File: config.mk
export PLATFORM = sky130hd
export DESIGN_NAME = writeback_arbiter
export DESIGN_NICKNAME = d
export VERILOG_FILES = /design/src/rtl/writeback_arbiter.sv
export SDC_FILE = /design/constraint.sdc
export NUM_CORES = 1
export LEC_CHECK = 0
export CAP_MARGIN = 20
export CORE_MARGIN = 4
export CORE_UTILIZATION = 48
export DETAILED_ROUTE_END_ITERATION = 12
export PLACE_DENSITY = 0.77
export SLEW_MARGIN = 20
export SYNTH_ARGS = -nofsm -noshare
export SYNTH_HDL_FRONTEND = slang
export SYNTH_SLANG_ARGS = --single-unit
File: constraint.sdc
create_clock -name clk -period 2.3 [get_ports clk]
set_input_delay 0.23 -clock clk [delete_from_list [all_inputs] [get_ports clk]]
set_output_delay 0.23 -clock clk [all_outputs]
set_load 0.02 [all_outputs]
File: src/rtl/writeback_arbiter.sv
// Writeback stage: merges single-cycle ALU results and FIFO-buffered MEM
// results onto the register file's single write port, with starvation guard.
module writeback_arbiter #(
    parameter int FIFO_DEPTH   = 4,
    parameter int STARVE_LIMIT = 8
) (
    input  logic                            clk,
    input  logic                            reset,
    input  logic                            alu_valid,
    output logic                            alu_ready,
    input  logic [4:0]                      alu_rd,
    input  logic [31:0]                     alu_data,
    input  logic                            mem_valid,
    output logic                            mem_ready,
    input  logic [4:0]                      mem_rd,
    input  logic [31:0]                     mem_data,
    output logic                            reg_write,
    output logic [4:0]                      write_reg,
    output logic [31:0]                     write_data,
    output logic [31:0]                     pending,
    output logic [$clog2(FIFO_DEPTH+1)-1:0] fifo_count
);

    localparam int PW = $clog2(FIFO_DEPTH);
    localparam int CW = $clog2(FIFO_DEPTH + 1);
    localparam int SW = $clog2(STARVE_LIMIT + 1);

    logic [4:0]            q_rd   [FIFO_DEPTH];
    logic [31:0]           q_data [FIFO_DEPTH];
    logic [FIFO_DEPTH-1:0] q_vld;
    logic [PW-1:0]         wr_ptr;
    logic [PW-1:0]         rd_ptr;
    logic [SW-1:0]         starve_cnt;
    logic                  force_mem;
    logic                  fifo_empty;
    logic                  alu_take;
    logic                  push;
    logic                  pop;

    assign fifo_empty = (fifo_count == '0);
    assign force_mem  = (starve_cnt == SW'(STARVE_LIMIT));
    assign mem_ready  = reset && (fifo_count != CW'(FIFO_DEPTH));
    assign alu_ready  = reset && !force_mem;

    // x0 results are consumed but never reach the port or the queue
    assign alu_take = alu_valid && alu_ready && (alu_rd != 5'd0);
    assign push     = mem_valid && mem_ready && (mem_rd != 5'd0);
    assign pop      = reset && !alu_take && !fifo_empty;

    always_comb begin
        pending = '0;
        for (int i = 0; i < FIFO_DEPTH; i++) begin
            if (q_vld[i]) begin
                pending[q_rd[i]] = 1'b1;
            end
        end
        pending[0] = 1'b0;
    end

    always_ff @(posedge clk) begin
        if (push) begin
            q_rd[wr_ptr]   <= mem_rd;
            q_data[wr_ptr] <= mem_data;
        end
    end

    always_ff @(posedge clk) begin
        if (!reset) begin
            reg_write  <= 1'b0;
            write_reg  <= 5'd0;
            write_data <= 32'd0;
            q_vld      <= '0;
            wr_ptr     <= '0;
            rd_ptr     <= '0;
            fifo_count <= '0;
            starve_cnt <= '0;
        end else begin
            reg_write <= alu_take || pop;
            if (alu_take) begin
                write_reg  <= alu_rd;
                write_data <= alu_data;
            end else if (pop) begin
                write_reg  <= q_rd[rd_ptr];
                write_data <= q_data[rd_ptr];
            end

            // push and pop slots never coincide: full blocks push, empty blocks pop
            if (push) begin
                q_vld[wr_ptr] <= 1'b1;
                wr_ptr        <= wr_ptr + 1'b1;
            end
            if (pop) begin
                q_vld[rd_ptr] <= 1'b0;
                rd_ptr        <= rd_ptr + 1'b1;
            end

            unique case ({push, pop})
                2'b10:   fifo_count <= fifo_count + 1'b1;
                2'b01:   fifo_count <= fifo_count - 1'b1;
                default: fifo_count <= fifo_count;
            endcase

            if (fifo_empty || pop) begin
                starve_cnt <= '0;
            end else if (alu_take) begin
                starve_cnt <= starve_cnt + 1'b1;
            end
        end
    end

endmodule

; ---- Word-level counts from Yosys, hierarchy flattened
; Memories as Yosys holds them, arrays and structs flattened. A register that Yosys moved wholly into a read port is not among the register bits.
; Index checks and enable logic that the tools add are counted.
[totals]
ff_bits = 53
latch_bits = 0
ramBits = 148
romBits = 0
inputBits = 78
word_cells = 93
memories = 2
[memory_table]
columns = name, words, word_bits, read_ports, rd_ports_with_merged_regs, wr, line_no
row1 = q_data, 4, 32, 1, 1, 1, 29  ; logic [31:0] q_data [FIFO_DEPTH];
row2 = q_rd, 4, 5, 5, 1, 1, 28  ; logic [4:0] q_rd [FIFO_DEPTH];
[op_classes]
n_addsub = 5
mul = 0
div_mod_pow = 0
order_cmp = 12
n_eq_ne = 4
n_shift = 0
mux = 30
bitwise = 7
reduce_logical = 25
[ops]
columns = cell, n
row1 = 32-bit two-way mux, 6
row2 = 32-bit OR, 3
row3 = 5-bit by 6-bit less-than comparator with 1-bit output (second input constant), 4
row4 = 1-bit demux with 5-bit select, 4
row5 = 5-bit by 1-bit >= comparator with 1-bit output (second input constant), 4
row6 = 1-bit logical AND, 14
row7 = 4-bit two-way mux, 3
row8 = 5-bit two-way mux, 2
row9 = 5-bit nonzero test, 2
row10 = 1-bit two-way mux, 8
row11 = 2-bit two-way mux, 4
row12 = 2-bit by 3-bit less-than comparator with 1-bit output (second input constant), 2
row13 = 3-bit case mux with 2 select lines, 1
row14 = 2-bit by 1-bit adder with 2-bit output (second input constant), 2
row15 = 4-bit by 1-bit adder with 4-bit output (second input constant), 1
row16 = 4-bit bitwise AND, 1
row17 = 1-bit demux with 2-bit select, 2
row18 = 4-bit equality test (second input constant), 1
row19 = 2-bit by 1-bit >= comparator with 1-bit output (second input constant), 2
row20 = 4-bit inverter, 1
row21 = 4-bit OR, 1
row22 = 2-bit nonzero test, 2
row23 = 3-bit by 1-bit adder with 3-bit output (second input constant), 1
row24 = 1-bit zero test, 3
row25 = 8 further kinds, 9

; ---- Depth between registers and ports, before layout
; Gate-level depths: netlist (run 1).
; An unclocked memory read counts as a cell.
[depth]
ltp_word = 12
ltp_mapped = 12
depth_no_buf = 12

; ---- Worst setup path before layout (run 1)
; No wires, ideal clock.
[synth_path]
path_kind = reg-to-reg
from = reg fifo_count[0]
to = mem q_data[0][0] (enable)
setup_ns = 0.398
arrival_ns = 2.036
required_ns = 1.902
slack_ns = -0.134
path_stages_with_launch = 4
synth_period_minus_slack_ns = 2.434
path_cell_list = dfxtp_1 -> nor3b_1 -> a211oi_2 -> and3_1
[synth_via]
elab_chain_len = 6
[synth_rtl]
columns = element, line_no
row1 = start: declaration, 21  ; output logic [$clog2(FIFO_DEPTH+1)-1:0] fifo_count
row2 = start signal: assignment, 98  ; 2'b10: fifo_count <= fifo_count + 1'b1;
row3 = start signal: assignment, 99  ; 2'b01: fifo_count <= fifo_count - 1'b1;
row4 = start signal: assignment, 100  ; default: fifo_count <= fifo_count;
row5 = 3-bit inequality test, 42  ; assign mem_ready = reset && (fifo_count != CW'(FIFO_DEPTH));
row6 = 1-bit logical AND, 42
row7 = 1-bit logical AND (2 in series), 47  ; assign push = mem_valid && mem_ready && (mem_rd != 5'd0);
row8 = 1-bit two-way mux, 61  ; if (push) begin
row9 = 1-bit two-way mux (implied by the code), 63  ; q_data[wr_ptr] <= mem_data;
row10 = end: declaration, 29
; No other way between the ends.

==> flow_summary.toml, run 1 <==
[routing]
drc_errors = 0
wire_per_inst_um = 22.3
drt_wl_total_um = 25200
routed_via_density = 5.99
antenna_left = 0
vias = 6780
drtIter0Drc = 676
dr.pass1.iters = 5

[logic_synthesis]
synth.most_common_cell = "edfxtp_1"
synth-seq-area-share = 0.620
synth_seq_cells = 203
yosysTopAreaCell = "edfxtp_1"
synth_edf_count = 148
synth_top_area_share = 0.497
syn-num-nets = 752
yosys_warnings = 0
syn_area_per_cell_um2 = 13.5
synthTopCellsByCount = "148 x edfxtp_1, 59 x nand2_1, 55 x dfxtp_1, 51 x o221ai_1, 46 x inv_1"
ys_async_sr_fraction = 0
synth.distinct_cells = 45
netlist_area_um2 = 8940
synth_ff_type = "edfxtp_1"
synth_area_leaders = "edfxtp_1 50%, dfxtp_1 12%, mux4_2 9.3%, o221ai_1 5.0%, nand2_1 2.5%"
syn_inst = 662

[power]
power.density_nw_per_um2 = 856
switching_share = 0.287
p_int_mw = 7.31
p_leak_nw = 4.28
p_seq_frac = 0.442
p_comb_frac = 0.262
p_clk_frac = 0.296
power_mw = 10.2
power_switching_mw = 2.94
vdd_ir_drop_max_uv = 557

[finish]
fin_cells = 1131
antenna_cells = 0
drive_above_1_share = 0.253
nets = 977
largest_register_ffs = 128
largest_register = "q_data"
syn_to_final_growth_pct = 33.9
largestRegisters = "q_data: 128 flops, write_data: 32 flops, q_rd: 20 flops"

[clocking]
cts-root-buf = "clkbuf_16"
cts.sinks = 203
clk_pin_slew_ns = 0.06
htreeDepth = 1
clkLatencyLatePin_ns = 0.49
cts-hold-fix-buffers = 0
tritoncts = "yes"
cts.path.max_buffers = 3
cts_buffers = 21

[sta]
fin_skew_ns = 0.00582
grt_setup_unrepaired = "yes"
finalMaxSlewViolations = 0
hold_viol = 0
setup_viol_count_final = 0
fin_crit_sh = 0.979
fmax_mhz = 444
period_needed_ns = 2.25

[worst_setup_path]
start_kind = "flip-flop"
critPathArrivalTime_ns = 2.02
cp-end-kind = "output pin"
cp.required_ns = 2.07
timing.rr.start = "starve_cnt[1]"
worst-path-max-fanout = 7
crit_start = "q_rd[0][2]"
worstSetupPathType = "flip-flop to output pin"

[status]
status = "completed"

[worst_hold_path]
hold_path.startpoint = "alu_data[29]"
worstHoldPathType = "input port to flip-flop"

[floorplanning]
die_w_um = 145
fp-row-count = 49
core_area_um2 = 18100
die_h_um = 145
initial_core_util = 0.493
dieArea_um2 = 20900
io_pins = 153

[run]
max_cap_violations = 0

[placed_design]
dp.cells = 1060
gp_congestion = 0.914
dp_hpwl_um = 17300
io_buffers = 151

[grt]
grt_pass1_wl_um = 38300
antenna_found_initial = 0
grt_usage = 0.238
gr-total-overflow = 0
grt_max_degree = 35
grt_pass1_vias = 6822
## area by class of cell
type                       instances  area [um^2]
clock inverter                    11         61.3
inverter                          48          180
timing repair buffer             243         2230
multi-input combinational        370         3110
tap                              229          287
sequential                       203         5550
fill                            1327         6170
clock buffer                      27          548
## power groups by stage
stage	sequential, mW	clock, mW	combinational [mW]
2_1_floorplan	4.76	0	1.36
3_3_place_gp	4.57	0	2.60
3_5_place_dp	4.60	0	2.65
4_1_cts	4.52	3.11	2.69
5_1_grt	4.57	3.28	2.89
6_report	4.53	3.03	2.69
## what timing repair did
item                       4_1_cts  5_1_grt
gates cloned                     0        0
setup buffers                   21       12
gates resized for setup        115       32
setup endpoints to repair       32       28
pin swaps                        3        6
## stage by stage
step | area (um^2) | TNS, ns | hold slack [ns] | setup WS (ns) | utilization
2_1_floorplan | 8960 | 0 | 0.329 | 0.00779 | -
3_3_place_gp | 11100 | -0.185 | 0.467 | -0.185 | 0.614
3_5_place_dp | 11100 | -0.277 | 0.492 | -0.271 | 0.614
4_1_cts | 11900 | -0.0172 | 0.325 | -0.0172 | 0.655
5_1_grt | 12000 | -0.0479 | 0.342 | -0.0267 | 0.660
6_report | 12000 | 0 | 0.347 | 0.0492 | 0.660
## routing by layer
metal | wire, um | GRT usage | vias to the layer above | share of wire
met2 | 12100 | 0.374 | 347 | 0.48
met1 | 10200 | 0.332 | 3353 | 0.41
met4 | 706 | 0.0781 | 0 | 0.028
met5 | 0 | 0 | - | 0
met3 | 2210 | 0.0529 | 51 | 0.088
li1 | - | - | 3029 | -
## cells by family (layout without fill, tap and decap cells)
kind of cell	count (synthesis)	in the layout	synth area share
buffers and inverters	89	329	0.0428
AND/OR/NAND/NOR	197	197	0.115
multiplexers	41	41	0.0976
adder cells (fa/ha/maj)	12	12	0.0176
other	1	1	0.000419
AO/OA/AOI/OAI	115	115	0.103
flip-flops	203	203	0.620
XOR/XNOR	4	4	0.00392
## cell usage in the layout (no fill, tap or decap), types with 7 or more instances in the layout
cell type | synthesis | routed
edfxtp_1 | 148 | 148
dfxtp_1 | 55 | 49
a21oi_1 | 17 | 16
buf_4 | 9 | 83
a221o_1 | 11 | 11
buf_2 | 11 | 17
buf_12 | 0 | 11
nand3_1 | 40 | 39
o22ai_1 | 10 | 9
mux4_2 | 37 | 37
nand3b_1 | 13 | 13
nand2_1 | 59 | 59
or3b_4 | 0 | 7
clkbuf_16 | 0 | 21
nor3_1 | 12 | 10
clkdlybuf4s50_1 | 0 | 119
a22oi_1 | 8 | 7
inv_1 | 46 | 46
ha_1 | 11 | 10
nor2_1 | 26 | 24
o221ai_1 | 51 | 49
nor3b_1 | 10 | 8
## critical path, stage by stage, from the launching register on
cell,delay [ns]
edfxtp_1,0.48
buf_4,0.16
buf_4,0.10
nand3_1,0.13
o221ai_1,0.31
clkdlybuf4s15_1,0.35
## path summary, 6_finish.rpt
path                            slack (ns)        endpoint  cells past startpoint
worst max register to register        0.11   fifo_count[2]                     12
worst min register to register        0.46   starve_cnt[0]                      1
worst max-delay path                  0.05     pending[30]                      5
worst min-delay path                  0.35  write_data[29]                      3
Note: power is estimated with default switching activity, not from simulation.
==> run 2: changes to the inputs <==
--- a/config.mk
+++ b/config.mk
@@ -10,7 +10,6 @@
 export CORE_UTILIZATION = 48
 export DETAILED_ROUTE_END_ITERATION = 12
 export PLACE_DENSITY = 0.77
-export SLEW_MARGIN = 20
 export SYNTH_ARGS = -nofsm -noshare
 export SYNTH_HDL_FRONTEND = slang
 export SYNTH_SLANG_ARGS = --single-unit
==> results of run 2 <==
Same layout as run 1: the final DEF is identical, and so are final timing and power.
==> run 3: changes to the inputs <==
--- a/config.mk
+++ b/config.mk
@@ -9,7 +9,7 @@
 export CORE_MARGIN = 4
 export CORE_UTILIZATION = 48
 export DETAILED_ROUTE_END_ITERATION = 12
-export PLACE_DENSITY = 0.77
+export PLACE_DENSITY = 0.82
 export SYNTH_ARGS = -nofsm -noshare
 export SYNTH_HDL_FRONTEND = slang
 export SYNTH_SLANG_ARGS = --single-unit
==> flow_summary.toml, run 3 (synthesis results as in run 1) <==
[clocking]
tritoncts = "yes"
cts-root-buf = "clkbuf_16"
cts.sinks = 203
cts_buffers = 21
cts-hold-fix-buffers = 0
clkLatencyLatePin_ns = 0.49
cts.path.max_buffers = 3
clk_pin_slew_ns = 0.06
htreeDepth = 1

[sta]
setup_viol_count_final = 1
grt_setup_unrepaired = "yes"
fmax_mhz = 427
final.setup.tns_ns = -0.0416
hold_viol = 0
finalMaxSlewViolations = 0
period_needed_ns = 2.34
fin_crit_sh = 1.02
relSlewSlack = 0.637
fin_skew_ns = 0.0142
fin_ws_ns = -0.0416
worstMarginPinSlew_ns = 0.544

[power]
power_switching_mw = 2.99
vdd_ir_drop_max_uv = 543
power.density_nw_per_um2 = 879
p_seq_frac = 0.423
p_clk_frac = 0.324
p_leak_nw = 4.38
switching_share = 0.280
p_comb_frac = 0.252
p_int_mw = 7.69

[worst_setup_path]
crit_slowest_cell = "edfxtp_1"
cp-end-kind = "output pin"
cp.required_ns = 2.07
worst-path-max-fanout = 4
start_kind = "flip-flop"
path_cells = "buf_6 -> buf_4 -> nor3b_1 -> buf_4 -> a221o_1 -> buf_2"
worstSetupPathType = "flip-flop to output pin"
r2r_cells = 12
path_common_cell = "buf_4"
critPathArrivalTime_ns = 2.11
slowest_delay_ns = 0.48

[floorplanning]
dieArea_um2 = 20900
die_w_um = 145
fp-row-count = 49
initial_core_util = 0.493
core_area_um2 = 18100
die_h_um = 145
io_pins = 153

[finish]
drive_above_1_share = 0.271
fin_cells = 1140
stdcell_area_um2 = 12200
layout_common_cells = "148 x edfxtp_1, 119 x clkdlybuf4s50_1, 94 x buf_4"
nets = 986
largest_register = "q_data"
largest_register_ffs = 128
syn_to_final_growth_pct = 35.9
final_common_cell = "edfxtp_1"
antenna_cells = 0
largestRegisters = "q_data: 128 flops, write_data: 32 flops, q_rd: 20 flops"

[routing]
vias = 6890
wire_per_inst_um = 21.8
drt_wl_total_um = 24900
dr.pass1.iters = 6
routed_via_density = 6.04
drtIter0Drc = 771
antenna_left = 0
drc_errors = 0

[worst_hold_path]
holdPathStages = 3
worstHoldPathType = "input port to flip-flop"

[status]
violations = "setup timing"
status = "finished with violations"

[placed_design]
io_buffers = 151
dp_slack_ns = -0.277
dp.cells = 1058
dp_hpwl_um = 16000
dpl_cell_area_um2 = 11100
gp_congestion = 0.984

[grt]
grt_pass1_vias = 6915
grt_max_degree = 35
gr-total-overflow = 0
antenna_found_initial = 0
grt_pass1_wl_um = 37600
grt_usage = 0.231

[run]
max_cap_violations = 0
==> run 3: routing by layer <==
| metal | global-route usage | wire [um] | part of all wire | up-vias |
|---|---|---|---|---|
| met2 | 0.385 | 12300 | 0.49 | 390 |
| met5 | 0 | 0 | 0 | - |
| met1 | 0.303 | 9630 | 0.39 | 3353 |
| met4 | 0.0864 | 942 | 0.038 | 0 |
| met3 | 0.0410 | 2010 | 0.081 | 95 |
| li1 | - | - | - | 3052 |
==> run 3: timing repair <==
item	4_1_cts	5_1_grt
setup endpoints to repair	33	51
pin swaps	0	4
gates resized for setup	84	64
buffers inserted	30	15
==> run 3: area by class of cell <==
cell class | count | area (um^2)
Fill cell | 1249 | 5990
Sequential cell | 203 | 5550
Multi-Input combinational cell | 370 | 3160
Timing Repair Buffer | 252 | 2270
Clock buffer | 25 | 561
Tap cell | 229 | 287
Inverter | 48 | 180
Clock inverter | 13 | 153
==> run 3: worst max-delay path: cells and delay by family (launching register included) <==
kind | cells | cell delay (ns)
AOI/OAI and AO/OA | 1 | 0.37
buffers and inverters | 4 | 0.62
DFF | 1 | 0.48
and+or+nand+nor | 1 | 0.15
==> run 3: path summary, 6_finish.rpt <==
| kind | start | to | slack [ns] |
|---|---|---|---|
| hold / removal | alu_data[27] | write_data[27] | 0.34 |
| setup reg to reg | starve_cnt[0] | fifo_count[2] | 0.08 |
| setup / recovery | q_rd[1][3] | pending[11] | -0.04 |
| hold reg to reg | starve_cnt[0] | starve_cnt[0] | 0.46 |
==> run 3: power by group through the flow <==
stage                     combinational (mW)  clock (mW)  sequential (mW)
after floorplan                         1.36           0             4.76
after global placement                  2.58           0             4.57
after detailed placement                2.62           0             4.58
after CTS                               2.68        3.51             4.51
after global routing                    2.90        3.68             4.56
final                                   2.70        3.47             4.52
==> run 3: stage by stage <==
stage / total power, mW / utilization / hold WS, ns
after global placement: 7.15 / 0.610 / 0.462
after global routing: 11.1 / 0.670 / 0.341
after CTS: 10.7 / 0.663 / 0.331
after detailed placement: 7.20 / 0.610 / 0.466
after floorplan: 6.13 / - / 0.329
final: 10.7 / 0.670 / 0.343
